File: src/rtl/riscv_pkg.sv
// Shared RISC-V decode constants and multiply-group types.
// Used by riscv_mul_iter (optional operand/product reuse cache: RISCV_MUL_FUSE_EN).
package riscv_pkg;

    localparam logic [1:0] RV32I = 2'b01;
    localparam logic [1:0] RV64I = 2'b10;

    localparam logic [6:0] OPC_OP     = 7'b0110011;
    localparam logic [6:0] OPC_OP32   = 7'b0111011;
    localparam logic [6:0] F7_MULDIV  = 7'b0000001;

    localparam logic [2:0] F3_MUL     = 3'b000;
    localparam logic [2:0] F3_MULH    = 3'b001;
    localparam logic [2:0] F3_MULHSU  = 3'b010;
    localparam logic [2:0] F3_MULHU   = 3'b011;
    localparam logic [2:0] F3_MULW    = 3'b000;

    typedef enum logic [2:0] {
        MOP_MUL,
        MOP_MULH,
        MOP_MULHSU,
        MOP_MULHU,
        MOP_MULW
    } mul_op_t;

    // Operand-transform class; ops sharing a class produce the same full product.
    typedef enum logic [1:0] {
        CLS_SS,
        CLS_SU,
        CLS_UU,
        CLS_W
    } mul_cls_t;

    typedef struct packed {
        logic    valid;
        mul_op_t op;
    } mul_dec_t;

    function automatic mul_dec_t decode_mul(input logic [31:0] instr, input logic mulw_ok);
        mul_dec_t d;
        d.valid = 1'b0;
        d.op    = MOP_MUL;
        if (instr[31:25] == F7_MULDIV) begin
            if (instr[6:0] == OPC_OP) begin
                case (instr[14:12])
                    F3_MUL:    begin d.valid = 1'b1; d.op = MOP_MUL;    end
                    F3_MULH:   begin d.valid = 1'b1; d.op = MOP_MULH;   end
                    F3_MULHSU: begin d.valid = 1'b1; d.op = MOP_MULHSU; end
                    F3_MULHU:  begin d.valid = 1'b1; d.op = MOP_MULHU;  end
                    default:   d.valid = 1'b0;
                endcase
            end else if ((instr[6:0] == OPC_OP32) && (instr[14:12] == F3_MULW) && mulw_ok) begin
                d.valid = 1'b1;
                d.op    = MOP_MULW;
            end
        end
        return d;
    endfunction

    function automatic mul_cls_t mul_class(input mul_op_t op);
        case (op)
            MOP_MULHSU: return CLS_SU;
            MOP_MULHU:  return CLS_UU;
            MOP_MULW:   return CLS_W;
            default:    return CLS_SS;
        endcase
    endfunction

endpackage

File: src/rtl/riscv_mul_step.sv
// One radix-2^RADIX_BITS iteration: add mcand*digit into the high accumulator
// half, then shift the whole accumulator right by one digit.
module riscv_mul_step #(
    parameter int XLEN       = 32,
    parameter int RADIX_BITS = 4
) (
    input  logic [XLEN-1:0]       mcand,
    input  logic [XLEN-1:0]       acc_hi,
    input  logic [XLEN-1:0]       acc_lo,
    input  logic [RADIX_BITS-1:0] digit,
    output logic [XLEN-1:0]       acc_hi_nxt,
    output logic [XLEN-1:0]       acc_lo_nxt
);

    localparam int SW = XLEN + RADIX_BITS;

    logic [SW-1:0] partial;
    logic [SW-1:0] sum;
    logic          unused_lo;

    always_comb begin
        partial = {{RADIX_BITS{1'b0}}, mcand} * {{XLEN{1'b0}}, digit};
        sum     = {{RADIX_BITS{1'b0}}, acc_hi} + partial;
    end

    assign acc_hi_nxt = sum[SW-1:RADIX_BITS];
    assign acc_lo_nxt = {sum[RADIX_BITS-1:0], acc_lo[XLEN-1:RADIX_BITS]};

    // The lowest digit of the accumulator falls off the end each step.
    assign unused_lo  = ^acc_lo[RADIX_BITS-1:0];

endmodule

File: src/rtl/riscv_mul_iter.sv
// Iterative multiplier for MUL/MULH/MULHSU/MULHU/MULW in the EX stage.
// Optional last-product reuse cache enabled by defining RISCV_MUL_FUSE_EN.
//
// state | meaning
// IDLE  | waiting; captures a valid op, zero/cached ops complete here
// BUSY  | one radix digit consumed per cycle until cnt reaches zero
// DONE  | sign fix-up and result select, pulse mul_bubble low
module riscv_mul_iter
    import riscv_pkg::*;
#(
    parameter int XLEN       = 32,
    parameter int RADIX_BITS = 4,
    parameter int EARLY_OUT  = 1
) (
    input  logic            clk,
    input  logic            rstn,
    input  logic            ex_stall,
    input  logic            flush,
    output logic            mul_stall,
    input  logic            id_bubble,
    input  logic [31:0]     id_instr,
    input  logic [XLEN-1:0] opA,
    input  logic [XLEN-1:0] opB,
    input  logic [1:0]      st_xlen,
    output logic            mul_bubble,
    output logic [XLEN-1:0] mul_r
);

    localparam int ITER   = XLEN / RADIX_BITS;
    localparam int ITER_W = 32 / RADIX_BITS;
    localparam int CNT_W  = $clog2(XLEN) + 1;
    localparam logic [CNT_W-1:0] CNT_FULL = CNT_W'(ITER - 1);
    localparam logic [CNT_W-1:0] CNT_WORD = CNT_W'(ITER_W - 1);

    localparam logic [1:0] S_IDLE = 2'd0;
    localparam logic [1:0] S_BUSY = 2'd1;
    localparam logic [1:0] S_DONE = 2'd2;

    function automatic logic [XLEN-1:0] sext32(input logic [31:0] v);
        logic [XLEN-1:0] r;
        r       = {XLEN{v[31]}};
        r[31:0] = v;
        return r;
    endfunction

    function automatic logic [XLEN-1:0] absv(input logic [XLEN-1:0] v);
        return v[XLEN-1] ? -v : v;
    endfunction

    function automatic logic [XLEN-1:0] sel_result(input mul_op_t op, input logic [2*XLEN-1:0] p);
        case (op)
            MOP_MUL:  return p[XLEN-1:0];
            MOP_MULW: return sext32(p[31:0]);
            default:  return p[2*XLEN-1:XLEN];
        endcase
    endfunction

    logic [1:0]        state_q,  state_d;
    logic [CNT_W-1:0]  cnt_q,    cnt_d;
    logic [XLEN-1:0]   mcand_q,  mcand_d;
    logic [XLEN-1:0]   mplier_q, mplier_d;
    logic [2*XLEN-1:0] acc_q,    acc_d;
    logic              neg_q,    neg_d;
    mul_op_t           op_q,     op_d;
    logic              stall_q,  stall_d;
    logic              bubble_q, bubble_d;
    logic [XLEN-1:0]   r_q,      r_d;

    mul_dec_t          dec;
    logic [XLEN-1:0]   tr_a, tr_b;
    logic              tr_neg;
    logic              start, zero_out, fuse_hit, capture, done_ok;
    logic [2*XLEN-1:0] fuse_p;
    logic [2*XLEN-1:0] p_mag, p_fin;
    logic [XLEN-1:0]   step_hi, step_lo;
    logic              unused_instr;

    assign dec          = decode_mul(id_instr, (XLEN == 64) && (st_xlen != RV32I));
    assign unused_instr = ^{id_instr[24:15], id_instr[11:7]};

    always_comb begin
        tr_a   = absv(opA);
        tr_b   = absv(opB);
        tr_neg = opA[XLEN-1] ^ opB[XLEN-1];
        case (dec.op)
            MOP_MULW: begin
                tr_a   = absv(sext32(opA[31:0]));
                tr_b   = absv(sext32(opB[31:0]));
                tr_neg = opA[31] ^ opB[31];
            end
            MOP_MULHU: begin
                tr_a   = opA;
                tr_b   = opB;
                tr_neg = 1'b0;
            end
            MOP_MULHSU: begin
                tr_b   = opB;
                tr_neg = opA[XLEN-1];
            end
            default: ;
        endcase
    end

    assign start    = (state_q == S_IDLE) && !ex_stall && !id_bubble && dec.valid && !flush;
    assign zero_out = (EARLY_OUT != 0) && ((tr_a == '0) || (tr_b == '0));
    assign capture  = start && !zero_out && !fuse_hit;
    assign done_ok  = (state_q == S_DONE) && !flush;

    // MULW runs only 32 bits of shifts, so its product sits XLEN-32 bits high.
    always_comb begin
        p_mag = (op_q == MOP_MULW) ? (acc_q >> (XLEN - 32)) : acc_q;
        p_fin = neg_q ? -p_mag : p_mag;
    end

    riscv_mul_step #(
        .XLEN       (XLEN),
        .RADIX_BITS (RADIX_BITS)
    ) u_step (
        .mcand      (mcand_q),
        .acc_hi     (acc_q[2*XLEN-1:XLEN]),
        .acc_lo     (acc_q[XLEN-1:0]),
        .digit      (mplier_q[RADIX_BITS-1:0]),
        .acc_hi_nxt (step_hi),
        .acc_lo_nxt (step_lo)
    );

`ifdef RISCV_MUL_FUSE_EN
    logic              fc_vld_q, fc_vld_d;
    logic [XLEN-1:0]   fc_a_q,   fc_a_d;
    logic [XLEN-1:0]   fc_b_q,   fc_b_d;
    mul_cls_t          fc_cls_q, fc_cls_d;
    logic              fc_neg_q, fc_neg_d;
    logic [2*XLEN-1:0] fc_p_q,   fc_p_d;
    logic [XLEN-1:0]   raw_a_q,  raw_a_d;
    logic [XLEN-1:0]   raw_b_q,  raw_b_d;

    assign fuse_hit = fc_vld_q && (fc_a_q == opA) && (fc_b_q == opB)
                    && (fc_cls_q == mul_class(dec.op)) && (fc_neg_q == tr_neg);
    assign fuse_p   = fc_p_q;

    always_comb begin
        raw_a_d  = capture ? opA : raw_a_q;
        raw_b_d  = capture ? opB : raw_b_q;
        fc_vld_d = fc_vld_q;
        fc_a_d   = fc_a_q;
        fc_b_d   = fc_b_q;
        fc_cls_d = fc_cls_q;
        fc_neg_d = fc_neg_q;
        fc_p_d   = fc_p_q;
        if (done_ok) begin
            fc_vld_d = 1'b1;
            fc_a_d   = raw_a_q;
            fc_b_d   = raw_b_q;
            fc_cls_d = mul_class(op_q);
            fc_neg_d = neg_q;
            fc_p_d   = p_fin;
        end
    end

    always_ff @(posedge clk or negedge rstn) begin
        if (!rstn) begin
            fc_vld_q <= 1'b0;
            fc_a_q   <= '0;
            fc_b_q   <= '0;
            fc_cls_q <= CLS_SS;
            fc_neg_q <= 1'b0;
            fc_p_q   <= '0;
            raw_a_q  <= '0;
            raw_b_q  <= '0;
        end else begin
            fc_vld_q <= fc_vld_d;
            fc_a_q   <= fc_a_d;
            fc_b_q   <= fc_b_d;
            fc_cls_q <= fc_cls_d;
            fc_neg_q <= fc_neg_d;
            fc_p_q   <= fc_p_d;
            raw_a_q  <= raw_a_d;
            raw_b_q  <= raw_b_d;
        end
    end
`else
    assign fuse_hit = 1'b0;
    assign fuse_p   = '0;
`endif

    always_comb begin
        state_d  = state_q;
        cnt_d    = cnt_q;
        mcand_d  = mcand_q;
        mplier_d = mplier_q;
        acc_d    = acc_q;
        neg_d    = neg_q;
        op_d     = op_q;
        stall_d  = stall_q;
        bubble_d = 1'b1;
        r_d      = r_q;
        case (state_q)
            S_IDLE: begin
                if (start && (zero_out || fuse_hit)) begin
                    r_d      = zero_out ? '0 : sel_result(dec.op, fuse_p);
                    bubble_d = 1'b0;
                end else if (capture) begin
                    mcand_d  = tr_a;
                    mplier_d = tr_b;
                    neg_d    = tr_neg;
                    op_d     = dec.op;
                    acc_d    = '0;
                    cnt_d    = (dec.op == MOP_MULW) ? CNT_WORD : CNT_FULL;
                    stall_d  = 1'b1;
                    state_d  = S_BUSY;
                end
            end
            S_BUSY: begin
                if (flush) begin
                    stall_d = 1'b0;
                    state_d = S_IDLE;
                end else begin
                    acc_d    = {step_hi, step_lo};
                    mplier_d = mplier_q >> RADIX_BITS;
                    if (cnt_q == '0) begin
                        state_d = S_DONE;
                    end else begin
                        cnt_d = cnt_q - CNT_W'(1);
                    end
                end
            end
            S_DONE: begin
                stall_d = 1'b0;
                state_d = S_IDLE;
                if (!flush) begin
                    r_d      = sel_result(op_q, p_fin);
                    bubble_d = 1'b0;
                end
            end
            default: begin
                stall_d = 1'b0;
                state_d = S_IDLE;
            end
        endcase
    end

    always_ff @(posedge clk or negedge rstn) begin
        if (!rstn) begin
            state_q  <= S_IDLE;
            cnt_q    <= '0;
            mcand_q  <= '0;
            mplier_q <= '0;
            acc_q    <= '0;
            neg_q    <= 1'b0;
            op_q     <= MOP_MUL;
            stall_q  <= 1'b0;
            bubble_q <= 1'b1;
            r_q      <= '0;
        end else begin
            state_q  <= state_d;
            cnt_q    <= cnt_d;
            mcand_q  <= mcand_d;
            mplier_q <= mplier_d;
            acc_q    <= acc_d;
            neg_q    <= neg_d;
            op_q     <= op_d;
            stall_q  <= stall_d;
            bubble_q <= bubble_d;
            r_q      <= r_d;
        end
    end

    assign mul_stall  = stall_q;
    assign mul_bubble = bubble_q;
    assign mul_r      = r_q;

endmodule

File: config.mk
export PLATFORM = sky130hd
export DESIGN_NAME = riscv_mul_iter
export DESIGN_NICKNAME = d
export VERILOG_FILES = /design/src/rtl/riscv_pkg.sv /design/src/rtl/riscv_mul_step.sv /design/src/rtl/riscv_mul_iter.sv
export SDC_FILE = /design/constraint.sdc
export NUM_CORES = 1
export LEC_CHECK = 0
export CAP_MARGIN = 20
export CORE_MARGIN = 10
export CORE_UTILIZATION = 55
export CTS_CLUSTER_DIAMETER = 30
export DETAILED_ROUTE_END_ITERATION = 10
export HOLD_SLACK_MARGIN = 0.12
export PLACE_DENSITY = 0.79
export SLEW_MARGIN = 20
export SYNTH_ARGS = -nofsm -noshare
export SYNTH_HDL_FRONTEND = slang
export SYNTH_SLANG_ARGS = --single-unit
File: constraint.sdc
create_clock -name clk -period 4.3 [get_ports clk]
set_input_delay 0.86 -clock clk [delete_from_list [all_inputs] [get_ports clk]]
set_output_delay 0.86 -clock clk [all_outputs]
set_load 0.01 [all_outputs]
* After elaboration in Yosys (flattened, before gate mapping)
Index checks and enable logic that the tools add are counted.
Cells by class: add/subtract/negate cells 5, multipliers 1, eq/ne operators 18, mux-type cells 39, bitwise gates (word level) 2, reductions and logical operators 28
Operators with widths (number):
- $mux W32 | 10
- $mux W64 | 4
- $pmux W32 S2 | 2
- $pmux W64 S2 | 1
- $logic_not A32 Y1 | 2
- $neg A32 Y32 | 2
- $neg A64 Y64 | 1
- $add A32 B36 Y36 | 1
- $mul A32 B4 Y36 | 1
- $mux W6 | 4
- $eq A3 B2 Y1 const B | 4
- $ne A2 B2 Y1 const B | 6
- $pmux W6 S2 | 1
- $reduce_and A3 Y1 | 4
- $mux W2 | 4
- $mux W4 | 2
- $eq A7 B1 Y1 const B | 1
- $eq A7 B6 Y1 const B | 1
- $logic_and A1 B1 Y1 | 6
- $logic_not A3 Y1 | 2
- $logic_not A6 Y1 | 1
- $mux W1 | 6
- $pmux W1 S2 | 3
- $pmux W2 S3 | 1
- 18 further kinds | 23
Word-level totals: bits in registers 174, output and inout port bits 34

* Logic depth before layout (Yosys ltp)
depth in word-level cells 15, depth in mapped cells 18, mapped depth without buffers 17

* Hierarchy
Synthesis repeated with hierarchy kept, for this count alone.
Second synthesis, totals: cell total of the unflattened synthesis 1890, area total of the unflattened synthesis 16377.0 µm²
By module, submodules not included:
- riscv_mul_iter | instances 1, cells an instance 1246, area each 11203.2 µm², sequential area each 4330.4 µm²
- riscv_mul_step | instances 1, cells an instance 644, area each 5173.7 µm², sequential area each 0.0 µm²

* Least setup slack after synthesis
Ideal clock, no wire load.
path kind reg2reg, start register mplier_q[3], end register acc_q[62], setup time 142 ps, arrival 4543 ps, data required time 4158 ps, setup slack -385 ps, stages on the path, launching flop included 18, period minus slack after synthesis 4685 ps, path through dfrtp_1 clkbuf_1 and2_1 fa_1 fa_1 inv_1 fa_1 inv_1 ha_1 a2111oi_0 a21oi_1 a31oi_1 o21ai_0 a31o_2 a31o_2 o31ai_1 mux2i_1 o221ai_1
On the way: word-level cells in the longest chain between the ends 4
Ends and longest elaborated chain:
- from (decl) | RTL line riscv_mul_iter.sv:61 | logic [XLEN-1:0] mplier_q, mplier_d;
- from (signal assigned) | RTL line riscv_mul_iter.sv:258 | mplier_q <= mplier_d;
- $mul A32 B4 Y36 | RTL line riscv_mul_step.sv:22 | partial = {{RADIX_BITS{1'b0}}, mcand} * {{XLEN{1'b0}}, digit};
- $add A32 B36 Y36 | RTL line riscv_mul_step.sv:23 | sum = {{RADIX_BITS{1'b0}}, acc_hi} + partial;
- $mux W64 | RTL line riscv_mul_iter.sv:214 | if (flush) begin
- $pmux W64 S2 | RTL line riscv_mul_iter.sv:197 | case (state_q)
- to (signal assigned) | RTL line riscv_mul_iter.sv:248 | acc_q <= '0;
- to (signal assigned) | RTL line riscv_mul_iter.sv:259 | acc_q <= acc_d;
- to (decl) | RTL line riscv_mul_iter.sv:62 | logic [2*XLEN-1:0] acc_q, acc_d;
No other way between the ends. The select of a mux whose other input is x is not followed. A chain may end at the register's enable or synchronous reset.

* Worst setup path after layout
start register mplier_q[2], end register acc_q[63]
Same word-level chain as after synthesis.

==> results.txt <==
The flow ran to the end, but the final reports show violations. The final reports fail on negative setup slack. The antenna diode count came out at 0. The post-synthesis cell count is 1993. The largest clock skew in the final design came out at between 10 and 15 ps.

The count of unresolved DRC violations after routing came out at 0. The worst-case reg-to-reg path depth came out at 17. The net switching component of the power came out at 1.21 mW. The proportion of power drawn by flip-flops and latches is 42.1%. The worst IR drop on VDD is roughly 0.21 mV.

The final setup TNS is -3000 ps. The placement row count came out at between 60 and 70. The overall routing resource usage came out at between 20% and 30%. Cells with a size suffix above 1 make up 23.2% of the layout.

In this run, synthesis produced a sequential element count of 173. The CTS tree is built. The total nets after synthesis came out at 2236. By instance count, the cell type seen most on the critical path is sky130_fd_sc_hd__fa_1. The worst setup path is of the reg -> reg kind. Port buffering added between 100 and 150 buffers. The final core utilization came out at around 74%.

The async set or reset register ratio after synthesis is 100%. The effective utilization at floorplan came out at between 50% and 60%. The vias per cell is around 6. Setup repair after global routing could not meet its margin everywhere. The final layout contains around 2.6k nets.

The sum of internal, switching and leakage power came out at 4.10 mW. The overall routed net length came out at 55600 um. The Yosys step of the flow raised 0 warnings.

Summed over all layers, the global routing overflow is 0. The area added between synthesis and finish came out at 32.8%. For the finished layout, the period the worst path requires is 4640 ps.

The post-synthesis instance area is ~17000 um^2. The global-route wire length before repair came out at about 88000 um. The endpoint identified for the worst register-to-register timing path is acc_q[63].

The die boundary height came out at approximately 190 um. The count of endpoints failing hold in the final timing report is 0. Timing analysis after detailed placement gives a worst setup slack of -612 ps. The startpoint of the worst register-to-register path is mplier_q[2]. The slowest stage of the critical path is the sky130_fd_sc_hd__fa_1 cell. The sequential cell area fraction in the yosys report is around a quarter.

At the end of routability-driven placement, the weighted congestion stood at a little under 1. The post-route clock period utilization is 108%. In the synthesized netlist the dominant register cell turns out to be sky130_fd_sc_hd__dfrtp_1.

Entering global routing, the biggest net connects 96 pins. The sequential cell area in the final layout came out at 4330 um^2. The first detailed-routing pass ran for 6 iterations. The worst setup path is launched from a register.

The multi-input combinational cells in the finished layout cover a total of 12000 um^2. The worst pin sits at a relative slew slack of between 40% and 50%. The deepest level of the CTS H-tree is 4. Walking the worst path, the cells encountered are buf_12, and2_1, fa_1, fa_1, inv_1, fa_1, inv_1, ha_4, a211oi_4, nor2_2, o311ai_4, o21ai_2, a22oi_2, a21oi_2, o31a_1, mux2i_1, a221o_1. Internal power comes to between 2 and 3 mW.

The initial antenna violation count came out at 0. The hold buffer count at cts came out at 0. The clock sink count came out at between 150 and 200. After detailed routing, the average wire length per cell comes to 20.1 um.

Across all setup checks in the final design, the least slack found is -337 ps. The maximum cell stage delay along the critical path is 490 ps. Based on the critical path, the design can be clocked at up to 216 MHz. The worst hold slack across all endpoints is about 440 ps.

The number of buffers between clock root and the deepest sink came out at 2. Of the total power, the clock network draws between 30% and 40%. Net switching is about 30% of the power. The number of enable flip-flop cells after synthesis is 0. The mean instance size in the synthesized netlist came out at 8.36 um^2.

Counting the buffers created by CTS gives 17. The maximum net fanout on the critical path is 21. The setup check on the worst reg-to-reg path leaves a slack of -340 ps. The number of nets with antenna violations after detailed routing came out at 0. The count of cell types in the netlist is 87. The library cell used most frequently in the layout, excluding fill and tap cells, is sky130_fd_sc_hd__buf_4.

Clock-pin slew was measured on the worst setup and hold paths at roughly 80 ps. The slew at the pin closest to its max-slew limit came out at approximately 870 ps. The post-detailed-placement half-perimeter wirelength is about 41000 um. The power per standard cell area is 186 nW/um^2. In the layout the commonest cells are sky130_fd_sc_hd__buf_4, sky130_fd_sc_hd__nand2_1, sky130_fd_sc_hd__inv_1, sky130_fd_sc_hd__dfrtp_1, sky130_fd_sc_hd__and2_1.

The worst path arrival time came out at around 5000 ps. The number of fill cells came out at 2149. The area of the placeable core is about 30000 um^2. The chip width is between 150 and 200 um. The number of max-capacitance violations reported came out at 0. The endpoint required time on the critical path is around 4600 ps. The number of global-route vias before repair came out at 16.9k. The die area is about 38000 um^2. The cell sitting at the root of the clock tree is a sky130_fd_sc_hd__clkbuf_16. During I/O placement, the number of pins put on the boundary was 137. The clock insertion delay at the later pin of the skew report came out at approximately 450 ps.

STA classifies the critical path endpoint as a register. Combinational cells account for 18.8% of the total power. The tightest min-delay check is of the in -> async type. After the first detailed-routing iteration, the DRC count stood at ~1.7k. The final number of max-transition violations is 0. Across all layers, the routed design uses 17.0k vias.

The static leakage power is 10.0 nW. The count of final setup violators is 15.
## worst max-delay path, delay by kind of cell (launching register included)
kind | cells | cell delay, ps
multiplexers | 1 | 120
buffers and inverters | 3 | 270
adder cells (fa/ha/maj) | 4 | 1690
AO/OA/AOI/OAI | 7 | 1710
flip-flops | 1 | 450
AND/OR/NAND/NOR | 2 | 280
## metal layers
layer / up-vias / GRT usage, % / part of all wire (%) / wire [um]
li1: 7680 / - / - / -
met1: 8233 / 35.8 / 41 / 22600
met2: 850 / 46.6 / 48 / 26800
met3: 196 / 4.05 / 6.9 / 3810
met4: 0 / 11.2 / 4.3 / 2420
met5: - / 0 / 0 / 0
## sequential cells by signal, summed over array words and instances, names as in the netlist
register	cells
mul_bubble	1
mul_r	32
acc_q	64
mplier_q	32
cnt_q	6
state_q	2
neg_q	1
op_q	2
mcand_q	32
mul_stall	1
## repair_timing
action / CTS / global route
endpoints found under the hold margin: 0 / 0
cloned: 1 / 2
endpoints found under the setup margin: 116 / 161
pin swaps: 11 / 10
setup buffers: 2 / 8
gates resized for setup: 54 / 67
## worst max-delay path by stage
| stage | start | endpoint | cells after the start |
|---|---|---|---|
| after detailed placement | opA[1] | mcand_q[8] | 15 |
| after global placement | opA[1] | mcand_q[14] | 15 |
| final | mplier_q[2] | acc_q[63] | 17 |
| after CTS | mplier_q[3] | acc_q[62] | 18 |
| after floorplan | mplier_q[3] | acc_q[62] | 17 |
| after global routing | mplier_q[3] | acc_q[63] | 17 |
## cells by family after synthesis
family / after synthesis / synth area share [%]
compound gates: 440 / 17.6
xor+xnor: 145 / 7.63
fa+ha+maj: 140 / 14.6
buf+inv: 289 / 6.81
flops: 173 / 26.0
mux: 57 / 4.23
simple gates: 749 / 23.1
## cell usage after synthesis (all sizes together) (6+ instances only)
master   number  area [um^2]
nor2b        10         62.6
nor3         51          265
dfrtp       172         4300
fa           91         1820
and3         12         75.1
a2111oi       6         52.6
nand4        22          138
nand3        39          195
o21a         10         75.1
o31ai        29          218
o2bb2ai      20          175
and2        126          791
buf          19          120
mux2         47          604
nor4         33          219
o311ai       11         96.4
o211ai       10         75.1
o2111ai       7         61.3
a211oi       22          165
or2          14         87.6
xnor2        80          701
o22ai        50          313
a21oi        67          339
nand2b       16          100
nor2        116          435
inv         179          672
a31oi         9         56.3
and4          7         61.3
nand2       232          871
clkbuf       91          342
or3          22          138
xor2         65          569
o21ai       118          591
a21o         20          150
or4          22          173
o41ai        10         87.6
ha           49          613
mux2i        10          100
a22o          6         52.6
## metrics by stage
step | cells | cell area (um^2)
6_report | 2766 | 22100
5_1_grt | 2766 | 22100
4_1_cts | 2756 | 21600
3_5_place_dp | 2721 | 20800
3_3_place_gp | 2721 | 20800
2_1_floorplan | 1993 | 17000
## area by class of cell
type                    instances  share of cell area (%)
multi-input cells            1532                    54.2
flip-flops and latches        173                    19.6
repair buffers                460                    18.3
inverters                     179                    3.04
well taps                     390                    2.21
clock buffers                  18                    1.99
clock inverters                14                   0.764
## power by group through the flow
| stage | Sequential, mW | Clock [mW] | Combinational [mW] |
|---|---|---|---|
| floorplan | 1.75 | 0 | 0.331 |
| global placement | 1.75 | 0 | 0.721 |
| detailed placement | 1.75 | 0 | 0.739 |
| CTS | 1.72 | 1.60 | 0.749 |
| global route | 1.73 | 1.68 | 0.836 |
| finish | 1.73 | 1.60 | 0.773 |
Note: power is estimated with default switching activity, not from simulation.
